`config.mk`:
```
export PLATFORM = sky130hd
export DESIGN_NAME = bitcell_array_ctrl
export DESIGN_NICKNAME = d
export VERILOG_FILES = /design/src/rtl/bitcell_array_ctrl.sv
export SDC_FILE = /design/constraint.sdc
export NUM_CORES = 1
export LEC_CHECK = 0
export ABC_CLOCK_PERIOD_IN_PS = 2700
export CORE_MARGIN = 8
export CORE_UTILIZATION = 30
export CTS_BUF_LIST = sky130_fd_sc_hd__clkbuf_16
export CTS_CLUSTER_SIZE = 24
export DETAILED_ROUTE_END_ITERATION = 16
export DONT_BUFFER_PORTS = 1
export PLACE_DENSITY = 0.55
export SYNTH_ARGS = -nofsm -noshare
export SYNTH_HDL_FRONTEND = slang
export SYNTH_SLANG_ARGS = --single-unit
export TNS_END_PERCENT = 1
```
`constraint.sdc`:
```
create_clock -name clk -period 2.7 [get_ports clk]
set_input_delay 0.405 -clock clk [delete_from_list [all_inputs] [get_ports clk]]
set_output_delay 0.405 -clock clk [all_outputs]
set_load 0.02 [all_outputs]
```
`src/rtl/bitcell_array_ctrl.sv`:
```
// Sequencer and two-port round-robin arbiter for a WORDS x DATA_W NAND-latch bitcell array.
// Holds select/op/data for the settle window, checks arr_valid, then returns a one-cycle ack.
module bitcell_array_ctrl #(
  parameter int unsigned WORDS      = 16,
  parameter int unsigned ADDR_W     = 4,
  parameter int unsigned DATA_W     = 8,
  parameter int unsigned SETTLE_CYC = 2,
  parameter int unsigned TIMEOUT    = 8
) (
  input  logic              clk,
  input  logic              rst,
  input  logic              req0,
  input  logic              we0,
  input  logic [ADDR_W-1:0] addr0,
  input  logic [DATA_W-1:0] wdata0,
  output logic              ack0,
  input  logic              req1,
  input  logic              we1,
  input  logic [ADDR_W-1:0] addr1,
  input  logic [DATA_W-1:0] wdata1,
  output logic              ack1,
  output logic [DATA_W-1:0] rdata,
  output logic              err,
  output logic [WORDS-1:0]  row_sel,
  output logic              op,
  output logic [DATA_W-1:0] arr_wdata,
  input  logic [DATA_W-1:0] arr_rdata,
  input  logic              arr_valid
);

  localparam int unsigned CntW = $clog2(SETTLE_CYC + 1);
  localparam int unsigned TmoW = $clog2(TIMEOUT + 1);

  typedef enum logic [1:0] {StIdle, StSetup, StAccess, StResp} state_e;

  state_e              state_q, state_d;
  logic                rr_last_q, rr_last_d;
  logic                gnt_q, gnt_d;
  logic                we_q, we_d;
  logic [ADDR_W-1:0]   addr_q, addr_d;
  logic [DATA_W-1:0]   wdata_q, wdata_d;
  logic [CntW-1:0]     cnt_q, cnt_d;
  logic [TmoW-1:0]     tmo_q, tmo_d;
  logic                perr_q, perr_d;
  logic [DATA_W-1:0]   rbuf_q, rbuf_d;
  logic                ack0_q, ack0_d, ack1_q, ack1_d, err_q, err_d, op_q, op_d;
  logic [DATA_W-1:0]   rdata_q, rdata_d, arr_wdata_q, arr_wdata_d;
  logic [WORDS-1:0]    row_sel_q, row_sel_d;

  logic                pick1;
  logic [ADDR_W-1:0]   addr_sel;

  // Requester 1 wins when alone, or on a tie when requester 0 was served last.
  assign pick1    = req1 && (!req0 || !rr_last_q);
  assign addr_sel = pick1 ? addr1 : addr0;

  always_comb begin
    state_d     = state_q;
    rr_last_d   = rr_last_q;
    gnt_d       = gnt_q;
    we_d        = we_q;
    addr_d      = addr_q;
    wdata_d     = wdata_q;
    cnt_d       = cnt_q;
    tmo_d       = tmo_q;
    perr_d      = perr_q;
    rbuf_d      = rbuf_q;
    ack0_d      = 1'b0;
    ack1_d      = 1'b0;
    err_d       = err_q;
    rdata_d     = rdata_q;
    row_sel_d   = row_sel_q;
    op_d        = op_q;
    arr_wdata_d = arr_wdata_q;
    unique case (state_q)
      StIdle: begin
        if (req0 || req1) begin
          gnt_d     = pick1;
          rr_last_d = pick1;
          we_d      = pick1 ? we1 : we0;
          addr_d    = addr_sel;
          wdata_d   = pick1 ? wdata1 : wdata0;
          perr_d    = (32'(addr_sel) >= WORDS);
          state_d   = perr_d ? StResp : StSetup;
        end
      end
      StSetup: begin
        row_sel_d   = WORDS'(1) << addr_q;
        op_d        = we_q;
        arr_wdata_d = wdata_q;
        cnt_d       = CntW'(SETTLE_CYC - 1);
        tmo_d       = '0;
        state_d     = StAccess;
      end
      StAccess: begin
        if (cnt_q != '0) begin
          cnt_d = cnt_q - 1'b1;
        end else if (arr_valid) begin
          if (!we_q) rbuf_d = arr_rdata;
          perr_d  = 1'b0;
          state_d = StResp;
        end else if (tmo_q == TmoW'(TIMEOUT)) begin
          perr_d  = 1'b1;
          state_d = StResp;
        end else begin
          tmo_d = tmo_q + 1'b1;
        end
      end
      StResp: begin
        row_sel_d = '0;
        op_d      = 1'b0;
        ack0_d    = !gnt_q;
        ack1_d    = gnt_q;
        err_d     = perr_q;
        if (!perr_q && !we_q) rdata_d = rbuf_q;
        state_d   = StIdle;
      end
      default: state_d = StIdle;
    endcase
  end

  always_ff @(posedge clk or posedge rst) begin
    if (rst) begin
      state_q     <= StIdle;
      rr_last_q   <= 1'b1;
      gnt_q       <= 1'b0;
      we_q        <= 1'b0;
      addr_q      <= '0;
      wdata_q     <= '0;
      cnt_q       <= '0;
      tmo_q       <= '0;
      perr_q      <= 1'b0;
      rbuf_q      <= '0;
      ack0_q      <= 1'b0;
      ack1_q      <= 1'b0;
      err_q       <= 1'b0;
      rdata_q     <= '0;
      row_sel_q   <= '0;
      op_q        <= 1'b0;
      arr_wdata_q <= '0;
    end else begin
      state_q     <= state_d;
      rr_last_q   <= rr_last_d;
      gnt_q       <= gnt_d;
      we_q        <= we_d;
      addr_q      <= addr_d;
      wdata_q     <= wdata_d;
      cnt_q       <= cnt_d;
      tmo_q       <= tmo_d;
      perr_q      <= perr_d;
      rbuf_q      <= rbuf_d;
      ack0_q      <= ack0_d;
      ack1_q      <= ack1_d;
      err_q       <= err_d;
      rdata_q     <= rdata_d;
      row_sel_q   <= row_sel_d;
      op_q        <= op_d;
      arr_wdata_q <= arr_wdata_d;
    end
  end

  assign ack0      = ack0_q;
  assign ack1      = ack1_q;
  assign err       = err_q;
  assign rdata     = rdata_q;
  assign row_sel   = row_sel_q;
  assign op        = op_q;
  assign arr_wdata = arr_wdata_q;

endmodule

```
== Word-level counts from Yosys, hierarchy flattened ==
Index checks and enable logic that the tools add are counted.
Widths: inputs -> output; s select.

* Logic and storage cells: 76
* Bits of input ports: 39
* Output and inout port bits: 36
* Register bits: 68

* Shift-type cells: 1
* Add/subtract/negate cells: 2
* Reduce and logical (&&, ||, !) cells: 21
* Bitwise gates (word level): 2
* Multiplexer cells: 23
* Equal/unequal tests: 10

{| class="wikitable"
|+ Operator list
! cell !! number
|-
| $pmux 16 s2 || 1
|-
| $mux 4 || 4
|-
| $shl 1x4->16 const A || 1
|-
| $reduce_and 4->1 || 3
|-
| $mux 2 || 5
|-
| $ne 2x2->1 const B || 5
|-
| $mux 8 || 1
|-
| $pmux 2 s4 || 1
|-
| $pmux 4 s2 || 1
|-
| $reduce_bool 2->1 || 4
|-
| $mux 1 || 7
|-
| $reduce_and 2->1 || 3
|-
| $logic_not 1->1 || 5
|-
| $add 4x1->4 const B || 1
|-
| $eq 2x2->1 const B || 2
|-
| $eq 4x4->1 const B || 1
|-
| $pmux 1 s2 || 2
|-
| $pmux 2 s2 || 1
|-
| $ne 3x3->1 const B || 1
|-
| $reduce_and 3->1 || 1
|-
| $eq 2x1->1 const B || 1
|-
| $logic_and 1x1->1 || 2
|-
| $logic_not 2->1 || 1
|-
| $logic_or 1x1->1 || 2
|-
| other kinds (2) || 3
|}

== Longest topological paths before layout ==
Gate-level depths: netlist of run 1.

* Word-level depth: 5
* Mapped depth: 7
* Depth with buffers taken out: 6

== Worst setup path after synthesis of run 1 ==
OpenSTA, ideal clock, no wires.

* Path type: reg2reg
* Start: register state_q[0]
* End: register perr_q
* Data required time: 2.579 ns
* Clock period less this slack: 1.686 ns
* Path buffers: 1
* Setup slack: 1.014 ns
* Library setup time: 0.121 ns
* Data arrival time: 1.565 ns
* Cell stages (with the launch flop): 7
* Cells stage by stage: dfrtp_1 inv_1 ha_1 buf_2 a222oi_1 o21ai_1 a22o_1

* Longest elaborated chain between the ends: 3
* Elaborated cells on any way between the ends: 8
* Those cells by class: 4 x eq/ne; 1 x mux; 3 x reduce/logical

{| class="wikitable"
|+ RTL lines
! element !! line !! text
|-
| start: declaration || 36 || <nowiki>state_e state_q, state_d;</nowiki>
|-
| start signal: assignment || 124 || <nowiki>state_q <= StIdle;</nowiki>
|-
| start signal: assignment || 142 || <nowiki>state_q <= state_d;</nowiki>
|-
| $eq 2x2->1 / $logic_not 2->1 (equally long branches) || 75 || <nowiki>unique case (state_q)</nowiki>
|-
| $ne 3x3->1 (no source line) (tied with other cells) || n/a ||
|-
| $reduce_and 4->1 (no source line) || n/a ||
|-
| end signal: assignment || 150 || <nowiki>perr_q <= perr_d;</nowiki>
|-
| end: declaration || 44 || <nowiki>logic perr_q, perr_d;</nowiki>
|}

Parallel ways exist; a longest one is shown, timed or not.
A chain may end at the register's enable or synchronous reset.

== Final worst setup path of run 1 ==
* Start: register state_q[0]
* End: register tmo_q[3]

* Longest elaborated chain between the ends: 3
* Elaborated cells on any way between the ends: 8
* Those cells by class: 5 x eq/ne; 1 x mux; 2 x reduce/logical

{| class="wikitable"
|+ RTL lines
! element !! line !! text
|-
| $eq 2x2->1 / $eq 2x1->1 (equally long branches) || 75 ||
|-
| $ne 2x2->1 (no source line) / $reduce_bool 2->1 (equally long branches) || n/a ||
|-
| $reduce_and 4->1 (no source line) || n/a ||
|-
| end signal: assignment || 149 || <nowiki>tmo_q <= tmo_d;</nowiki>
|-
| end: declaration || 43 || <nowiki>logic [TmoW-1:0] tmo_q, tmo_d;</nowiki>
|}

Parallel ways exist; a longest one is shown, timed or not.

==> results of run 1 <==
-- state kept, by name (all words and copies together) (netlist names) --
register	count
perr_q	1
ack0	1
we_q	1
err	1
cnt_q	2
tmo_q	4
rbuf_q	8
ack1	1
wdata_q	8
addr_q	4
arr_wdata	8
gnt_q	1
state_q	2
op	1
rr_last_q	1
rdata	8
row_sel	16
-- through the flow --
stage | setup WS [ns] | utilization, %
floorplan | 0.585 | -
global placement | 0.669 | 32.8
detailed placement | 0.644 | 32.8
CTS | 0.634 | 35.9
global route | 0.450 | 35.9
finish | 0.661 | 35.9
-- worst min-delay path by stage --
stage	endpoint	cells past startpoint	slack (ns)	startpoint
2_1_floorplan	ack0	1	0.42	gnt_q
3_3_place_gp	rbuf_q[3]	1	0.42	rst
3_5_place_dp	rbuf_q[3]	1	0.42	rst
4_1_cts	rbuf_q[3]	1	0.07	rst
5_1_grt	rbuf_q[3]	1	0.10	rst
6_report	rdata[6]	1	0.06	rst
-- synth_stat cells --
master	instances	area, um2
nor4b_1	2	17.5
a22o_1	15	131
clkbuf_1	3	11.3
a21boi_2	1	11.3
nor3b_2	1	12.5
buf_1	1	3.75
mux2i_1	14	140
dfstp_2	1	26.3
a222oi_1	1	10.0
nand2_1	18	67.6
nand3b_4	1	20.0
inv_1	9	33.8
nand4_1	1	6.26
a21oi_1	1	5.00
a32o_1	4	40.0
nor2_1	4	15.0
nor2b_1	4	25.0
nor3b_1	1	7.51
a31oi_1	1	6.26
xnor2_1	1	8.76
o21ai_0	21	105
dfrtp_1	67	1680
buf_2	2	10.0
nand2b_1	1	6.26
and4b_1	1	10.0
inv_2	1	3.75
nand4b_1	1	8.76
and2_1	2	12.5
nor4_1	1	6.26
o21ai_1	2	10.0
a21o_1	1	7.51
buf_4	1	7.51
o211ai_1	1	7.51
ha_1	7	87.6
nand3_1	3	15.0
mux2_2	25	282
-- cell families after synthesis --
kind of cell               count (synthesis)  share of synthesized area, %
DFF                                       68                          59.6
AOI/OAI and AO/OA                         48                          11.7
and+or+nand+nor                           41                          8.06
muxes                                     39                          14.8
buffers and inverters                     17                          2.45
adders and majority gates                  7                          3.07
xor gates and xnor gates                   1                         0.307
-- metal layers --
metal | vias up | routed length [um] | track usage (%)
met5 | - | 0 | 0
met4 | 0 | 51 | 4.00
met3 | 2 | 468 | 4.54
met2 | 53 | 3110 | 17.0
met1 | 904 | 2660 | 11.7
li1 | 815 | - | -
-- area by class of cell --
type | instances | area, um2
fillers | 910 | 5920
well taps | 129 | 161
flip-flops and latches | 68 | 1700
clock buffers | 9 | 225
multi-input cells | 136 | 1090
inverters | 10 | 37.5
repair buffers | 4 | 42.5
clock inverters | 7 | 60.1
-- power groups by stage --
stage / combinational [W] / clock [W] / sequential [W]
floorplan: 0.000872 / 0 / 0.00187
global placement: 0.00105 / 0 / 0.00199
detailed placement: 0.00108 / 0 / 0.00199
CTS: 0.00108 / 0.00115 / 0.00198
global route: 0.00121 / 0.00120 / 0.00203
finish: 0.00105 / 0.00112 / 0.00196
==> qor.yml, run 1 <==
critical_path:
  cp.arrival_ns: 2.25
  critPathMaxFanout: 11
  path_buf_inv: 1
  required_ns: 2.91
  crit_end: "tmo_q[3]"
  path_class: "flop to flop"
  critPathLaunchType: "flop"
  critical_path.top_delay_family: "simple AND/OR/NAND/NOR gates"
  cp-end-kind: "flop"
  slowest_delay_ns: 0.40
  crit_cells: 6
  startpoint: "state_q[0]"
  rr_startpoint: "state_q[0]"
  r2r_slack_ns: 0.66
  slowest_stage: "dfrtp_1"
  crit_chain: "inv_1 -> ha_1 -> nor2b_1 -> nand3_1 -> a22o_1 -> a21o_1"
  reg2regPathDepth: 6
  timing.rr.end: "tmo_q[3]"
clock_network:
  cts_post_setup_buffers_inserted: 0
  numCtsBuffers: 9
  cts_max_level: 3
  clk_pin_slew_ns: 0.05
  tritoncts: "yes"
  clock_latency_ns: 0.32
  clk_path_buf_depth: 2
  cts_hold_buf: 0
  root_buffer: "clkbuf_16"
  ctsResizeCount: 0
  clock-sinks: 68
final_layout:
  final_cell_mix: "dfrtp_1, mux2_2, o21ai_0"
  stdcell_area_um2: 3320
  drive_above_1_share_pct: 21.4
  stdcell_count: 363
  diodes: 0
  nNetsFinal: 275
  final_common_cell: "dfrtp_1"
  area_growth_pct: 16.1
power:
  p_switching_w: 0.00151
  pwr_density_cell_nw_per_um2: 1250
  sequentialPowerShare_pct: 47.4
  p_comb_share_pct: 25.5
  p_leak_nw: 1.51
  intPower_w: 0.00263
  finalPower_w: 0.00414
  vdd_drop_max_v: 0.000395
  netSwitchingFraction_pct: 36.5
  clkPwrFrac_pct: 27.1
drt:
  wire_per_inst_um: 17.3
  dr.pass1.iters: 4
  via_count: 1774
  drc_errors: 0
  vias_per_cell: 4.89
  first_iter_violations: 68
  finalWirelength_um: 6290
  antenna_left: 0
floorplan:
  die_w_um: 114
  core_region_area_um2: 9240
  fp-row-count: 35
  io_pins: 75
  start_util_pct: 30.9
  dieArea_um2: 12900
  die_h_um: 114
timing:
  rsz0062_at_grt: "false"
  period_minus_slack_ns: 2.04
  max_clock_freq_mhz: 490
  tns_ns: 0
  maxSlewHeadroom_pct: 29.7
  worst_clock_skew_ns: 0.00660
  drv_slew: 0
  setup_violations: 0
  fin_crit_sh_pct: 75.5
  worst_pin_slew_ns: 1.05
  hold_slack_ns: 0.0597
  finalHoldViolations: 0
synth:
  ys_ff_latch: 68
  ys_warn_count: 0
  syn_nets: 267
  syn_area_per_cell_um2: 12.9
  yosysSeqAreaShare_pct: 59.6
  synthDistinctLibCells: 36
  syn_inst: 221
  netlist_area_um2: 2860
global_routing:
  antenna_found_initial: 0
  grtUsageTotal_pct: 10.4
  grt_pass1_wl_um: 10300
  grt_pass1_vias: 1948
  grt_max_degree: 41
  overflow: 0
job:
  maxCapViolations: 0
status:
  status: "finished, final reports clean"
min_path:
  hold_class: "primary input to async pin"
place:
  place_area_um2: 3030
  port_buffers: 0
  gp_congestion: 0.641
  dp_cells: 347
  hpwl_um: 4550
Power figures use the tool's default switching activity.
==> run 2, diff against run 1 <==
- ABC_CLOCK_PERIOD_IN_PS: 2700 -> 2110
- clock period: 2.7 -> 2.11 ns (I/O delays scaled with it)
==> run 2 against run 1 <==
Cell count grew 1.7%. Clock power increased by 31%. First-iteration DRC count rose by 10%. Non-clock buffer count rose by 6. Count of clock-buffer cells in the layout is the same. Critical endpoint is now row_sel[10].
==> qor.yml, run 2 (same netlist as run 1, synthesis figures left out) <==
drt:
  met1Wirelength_um: 2720  # +2.4%
  via_count: 1761  # -0.73%
  antenna_left: 0  # unchanged
  dr_wl_met3_um: 482  # +3.0%
  wire_per_inst_um: 16.8  # -3.0%
  dr.pass1.iters: 5  # +1
  first_iter_violations: 75  # +10%
  finalWirelength_um: 6200  # -1.4%
  highest_layer: "met4"
  vias_per_cell: 4.77  # -2.3%
  wl_met2_um: 2900  # -6.9%
  drc_errors: 0  # unchanged
critical_path:
  critPathMaxFanout: 16  # +5
  startpoint: "state_q[0]"
  slowest_delay_ns: 0.81  # +0.41 ns
  cp.arrival_ns: 2.11  # -0.14 ns
  required_ns: 2.37  # -0.54 ns
  rr_startpoint: "state_q[0]"
  path_buf_inv: 0  # -1
  cp-end-kind: "flop"
  reg2regPathDepth: 3  # -3
  crit_cells: 3  # -3
  path_class: "flop to flop"
  crit_chain: "ha_1 -> nor2_1 -> a22o_1"
  critical_path.top_delay_family: "simple AND/OR/NAND/NOR gates"
  slowest_stage: "nor2_1"
  critPathLaunchType: "flop"
final_layout:
  final_cell_mix: "dfrtp_1, mux2_2, o21ai_0"
  fillers: 906  # -0.44%
  diodes: 0  # unchanged
  largest_reg_flops: 16  # unchanged
  area_growth_pct: 18.1
  final_common_cell: "dfrtp_1"
  drive_above_1_share_pct: 22.9  # +1.5 points
  nNetsFinal: 281  # +2.2%
timing:
  drv_slew: 0  # unchanged
  rsz0062_at_grt: "false"
  tns_ns: 0  # unchanged
  finalHoldViolations: 0  # unchanged
  period_minus_slack_ns: 1.85  # -0.194 ns
  max_clock_freq_mhz: 542  # +10%
  worst_pin_slew_ns: 1.03  # -0.0243 ns
  hold_slack_ns: 0.0633  # +0.00358 ns
  fin_crit_sh_pct: 87.5  # +12 points
  maxSlewHeadroom_pct: 31.3  # +1.6 points
  setup_violations: 0  # unchanged
  worst_clock_skew_ns: 0.00765  # +0.00105 ns
power:
  p_leak_nw: 1.54  # +1.7%
  finalPower_w: 0.00537  # +30%
  pwr_density_cell_nw_per_um2: 1590  # +28%
  vdd_drop_max_v: 0.000609  # +54%
global_routing:
  grt_max_degree: 69  # +68%
  grt_pass1_wl_um: 10100  # -2.1%
  overflow: 0  # unchanged
  antenna_found_initial: 0  # unchanged
  grtUsageTotal_pct: 10.2  # -0.20 points
  grt_pass1_vias: 1870  # -4.0%
min_path:
  hold_class: "primary input to flop"
  min_from: "req0"
  min_path_cells: 1
status:
  status: "finished, final reports clean"
clock_network:
  clk_path_buf_depth: 2  # unchanged
  root_buffer: "clkbuf_16"
  clock-sinks: 68  # unchanged
  clk_pin_slew_ns: 0.06  # about the same
  tritoncts: "yes"
  cts_post_setup_buffers_inserted: 0  # unchanged
  ctsResizeCount: 0  # unchanged
  numCtsBuffers: 9  # unchanged
  clock_latency_ns: 0.33  # about the same
  cts_max_level: 3  # unchanged
floorplan:
  fp-row-count: 35  # unchanged
  die_h_um: 114  # unchanged
  core_region_area_um2: 9240  # unchanged
  dieArea_um2: 12900  # unchanged
  io_pins: 75  # unchanged
  start_util_pct: 30.9  # unchanged
  die_w_um: 114  # unchanged
place:
  port_buffers: 0  # unchanged
  gp_congestion: 0.713  # +11%
  hpwl_um: 4370  # -3.9%
job:
  maxCapViolations: 0  # unchanged
[run 2: changes by cell type in the layout (fill, tap and decap cells not counted), sizes merged]
| cell | previous run | this run |
|---|---|---|
| dlygate4sd3 | 0 | 1 |
| buf | 4 | 9 |
[run 2: timing repair]
action,CTS,global route
hold buffers,1,0
setup endpoints to repair,0,0
endpoints found under the hold margin,67,0
[run 2: report_power, final]
part	internal [W]	total, W	switching [W]
Clock	0.000910	0.00147	0.000559
Combinational	0.000677	0.00139	0.000717
Sequential	0.00183	0.00250	0.000675
[run 2: per-stage QoR]
step	cell area [um2]	cells	utilization [%]	worst slack [ns]
after floorplan	2860	221	-	0.0836
after global placement	3070	352	33.2	0.294
after detailed placement	3070	352	33.2	0.252
after CTS	3370	369	36.5	0.233
after global routing	3370	369	36.5	0.0867
final	3370	369	36.5	0.265
[run 2: worst paths after layout]
path	slack, ns	endpoint
worst max-delay path	0.26	row_sel[10]
worst min-delay path	0.06	rr_last_q
worst max register to register	0.26	row_sel[10]
worst min register to register	0.46	ack0
max in group asynchronous	1.27	rr_last_q
min in group asynchronous	0.52	rdata[3]
[run 2: layout make-up]
class / count / area, um2 / area share [%]
tap: 129 / 161 / 4.79
multi-input combinational: 136 / 1090 / 32.2
clock buffer: 9 / 225 / 6.68
sequential: 68 / 1700 / 50.5
clock inverter: 7 / 67.6 / 2.00
inverter: 10 / 37.5 / 1.11
timing repair buffer: 10 / 90.1 / 2.67
[run 2: worst register-to-register path, cell delays in order, from the launching register on]
cell and delay [ns]:
dfrtp_1 0.40, ha_1 0.31, nor2_1 0.81, a22o_1 0.27
[run 2: routing by layer]
layer  global-route usage [%]  up-vias
met5                        0        -
met2                     15.1       51
met3                     4.49        7
met4                     5.06        0
li1                         -      828
met1                     12.3      875
==> run 3, diff against run 2 <==
- CAP_MARGIN: unset -> 10
- SLEW_MARGIN: unset -> 30
==> run 3 against run 2 <==
Cell area is 0.52% higher. Count of clock-buffer cells in the layout unchanged. Clock power is essentially flat. First-iteration DRC count is 9.3% higher. Critical path depth grew 3. Combinational power about the same. Sequential share of layout area fell by 0.26 points. Largest cell class unchanged. Largest power group unchanged.
==> qor.yml, run 3 (same netlist as run 1, synthesis figures left out) <==
timing:
  rsz0062_at_grt: "false"
  worst_clock_skew_ns: 0.00769  # +0.0000445 ns
  setup_violations: 0  # unchanged
  fin_crit_sh_pct: 85.3  # -2.1 points
  tns_ns: 0  # unchanged
  period_minus_slack_ns: 1.80  # -0.0447 ns
  max_clock_freq_mhz: 555  # +2.5%
  drv_slew: 0  # unchanged
  maxSlewHeadroom_pct: 57.5  # +26 points
  hold_slack_ns: 0.0658  # +0.00250 ns
  finalHoldViolations: 0  # unchanged
  worst_pin_slew_ns: 0.637  # -0.389 ns
clock_network:
  clk_path_buf_depth: 2  # unchanged
  cts_hold_buf: 1  # unchanged
  ctsResizeCount: 0  # unchanged
  root_buffer: "clkbuf_16"
  clk_pin_slew_ns: 0.05  # about the same
  clock_latency_ns: 0.33  # about the same
  numCtsBuffers: 9  # unchanged
  cts_post_setup_buffers_inserted: 0  # unchanged
  tritoncts: "yes"
  cts_max_level: 3  # unchanged
  clock-sinks: 68  # unchanged
critical_path:
  slowest_delay_ns: 0.40  # -0.41 ns
  critPathLaunchType: "flop"
  slowest_stage: "dfrtp_1"
  crit_chain: "inv_1 -> ha_1 -> nor2b_1 -> nand3_1 -> a22o_1 -> a21o_1"
  path_class: "flop to flop"
  cp-end-kind: "flop"
  cp.arrival_ns: 2.01  # -0.10 ns
  required_ns: 2.32  # -0.05 ns
  r2r_slack_ns: 0.31  # +0.04 ns
  critPathMaxFanout: 7  # -9
job:
  maxCapViolations: 0  # unchanged
min_path:
  hold_class: "primary input to flop"
global_routing:
  grt_max_degree: 69  # unchanged
  grt_pass1_wl_um: 10100  # unchanged
  overflow: 0  # unchanged
  antenna_found_initial: 0  # unchanged
  grtUsageTotal_pct: 10.2  # unchanged
  grt_pass1_vias: 1870  # unchanged
final_layout:
  diodes: 0  # unchanged
  drive_above_1_share_pct: 23.3  # +0.42 points
  largest_reg_flops: 16  # unchanged
  area_growth_pct: 18.7
  final_cell_mix: "dfrtp_1, mux2_2, o21ai_0"
  stdcell_area_um2: 3390  # +0.52%
  nNetsFinal: 281  # unchanged
  final_common_cell: "dfrtp_1"
drt:
  antenna_left: 0  # unchanged
  via_count: 1752  # -0.51%
  vias_per_cell: 4.75  # -0.51%
  wire_per_inst_um: 16.8  # +0.23%
  drc_errors: 0  # unchanged
  dr.pass1.iters: 4  # -1
  first_iter_violations: 82  # +9.3%
  finalWirelength_um: 6210  # +0.23%
floorplan:
  die_w_um: 114  # unchanged
  core_region_area_um2: 9240  # unchanged
  start_util_pct: 30.9  # unchanged
  dieArea_um2: 12900  # unchanged
  die_h_um: 114  # unchanged
  fp-row-count: 35  # unchanged
  io_pins: 75  # unchanged
power:
  vdd_drop_max_v: 0.000594  # -2.3%
  p_leak_nw: 1.54  # +0.42%
  pwr_density_cell_nw_per_um2: 1590  # -0.12%
  finalPower_w: 0.00539  # +0.40%
place:
  place_area_um2: 3070  # unchanged
  gp_congestion: 0.713  # unchanged
  hpwl_um: 4370  # unchanged
  port_buffers: 0  # unchanged
status:
  status: "finished, final reports clean"
-- run 3: cell count changes in the layout (fill, tap and decap cells not counted) --
cell      change
a21boi_2      -1
a21boi_4      +1
o21ai_4       +1
nor2_1        -1
nor2_2        +1
o21ai_2       -1
-- run 3: through the flow --
step / cells / util [%] / setup slack (ns)
CTS: 369 / 36.5 / 0.233
global route: 369 / 36.7 / 0.181
global placement: 352 / 33.2 / 0.294
floorplan: 221 / - / 0.0836
finish: 369 / 36.7 / 0.309
detailed placement: 352 / 33.2 / 0.252
-- run 3: where the power goes --
part	internal [W]	switching, W	leakage, nW	total, W
Combinational	0.000686	0.000726	0.524	0.00141
Clock	0.000910	0.000558	0.145	0.00147
Sequential	0.00183	0.000679	0.873	0.00251
Total	0.00343	0.00196	1.54	0.00539
-- run 3: layout make-up --
| cell class | count | area (um2) |
|---|---|---|
| sequential | 68 | 1700 |
| clock inverter | 7 | 67.6 |
| multi-input combinational | 136 | 1100 |
| clock buffer | 9 | 225 |
| inverter | 10 | 37.5 |
| tap | 129 | 161 |
| fill | 908 | 5850 |
| timing repair buffer | 10 | 90.1 |
-- run 3: final timing paths --
check	from	endpoint	cells past startpoint
max	state_q[0]	tmo_q[3]	6
min	req0	rr_last_q	1
max reg2reg	state_q[0]	tmo_q[3]	6
min reg2reg	gnt_q	ack0	1
max in group asynchronous	rst	rr_last_q	3
min in group asynchronous	rst	rdata[3]	3
-- run 3: per-layer routing --
metal | track usage, % | routed length, um | part of all wire [%]
met1 | 12.3 | 2720 | 44
met2 | 15.1 | 2930 | 47
met3 | 4.49 | 464 | 7.5
met4 | 5.06 | 96 | 1.5
met5 | 0 | 0 | 0
-- run 3: worst max-delay path: cells and delay by family (launching register included) --
kind / cells / cell delay [ns]
AOI/OAI and AO/OA: 2 / 0.47
and+or+nand+nor: 2 / 0.55
adders and majority gates: 1 / 0.18
DFF: 1 / 0.40
buffers and inverters: 1 / 0.10
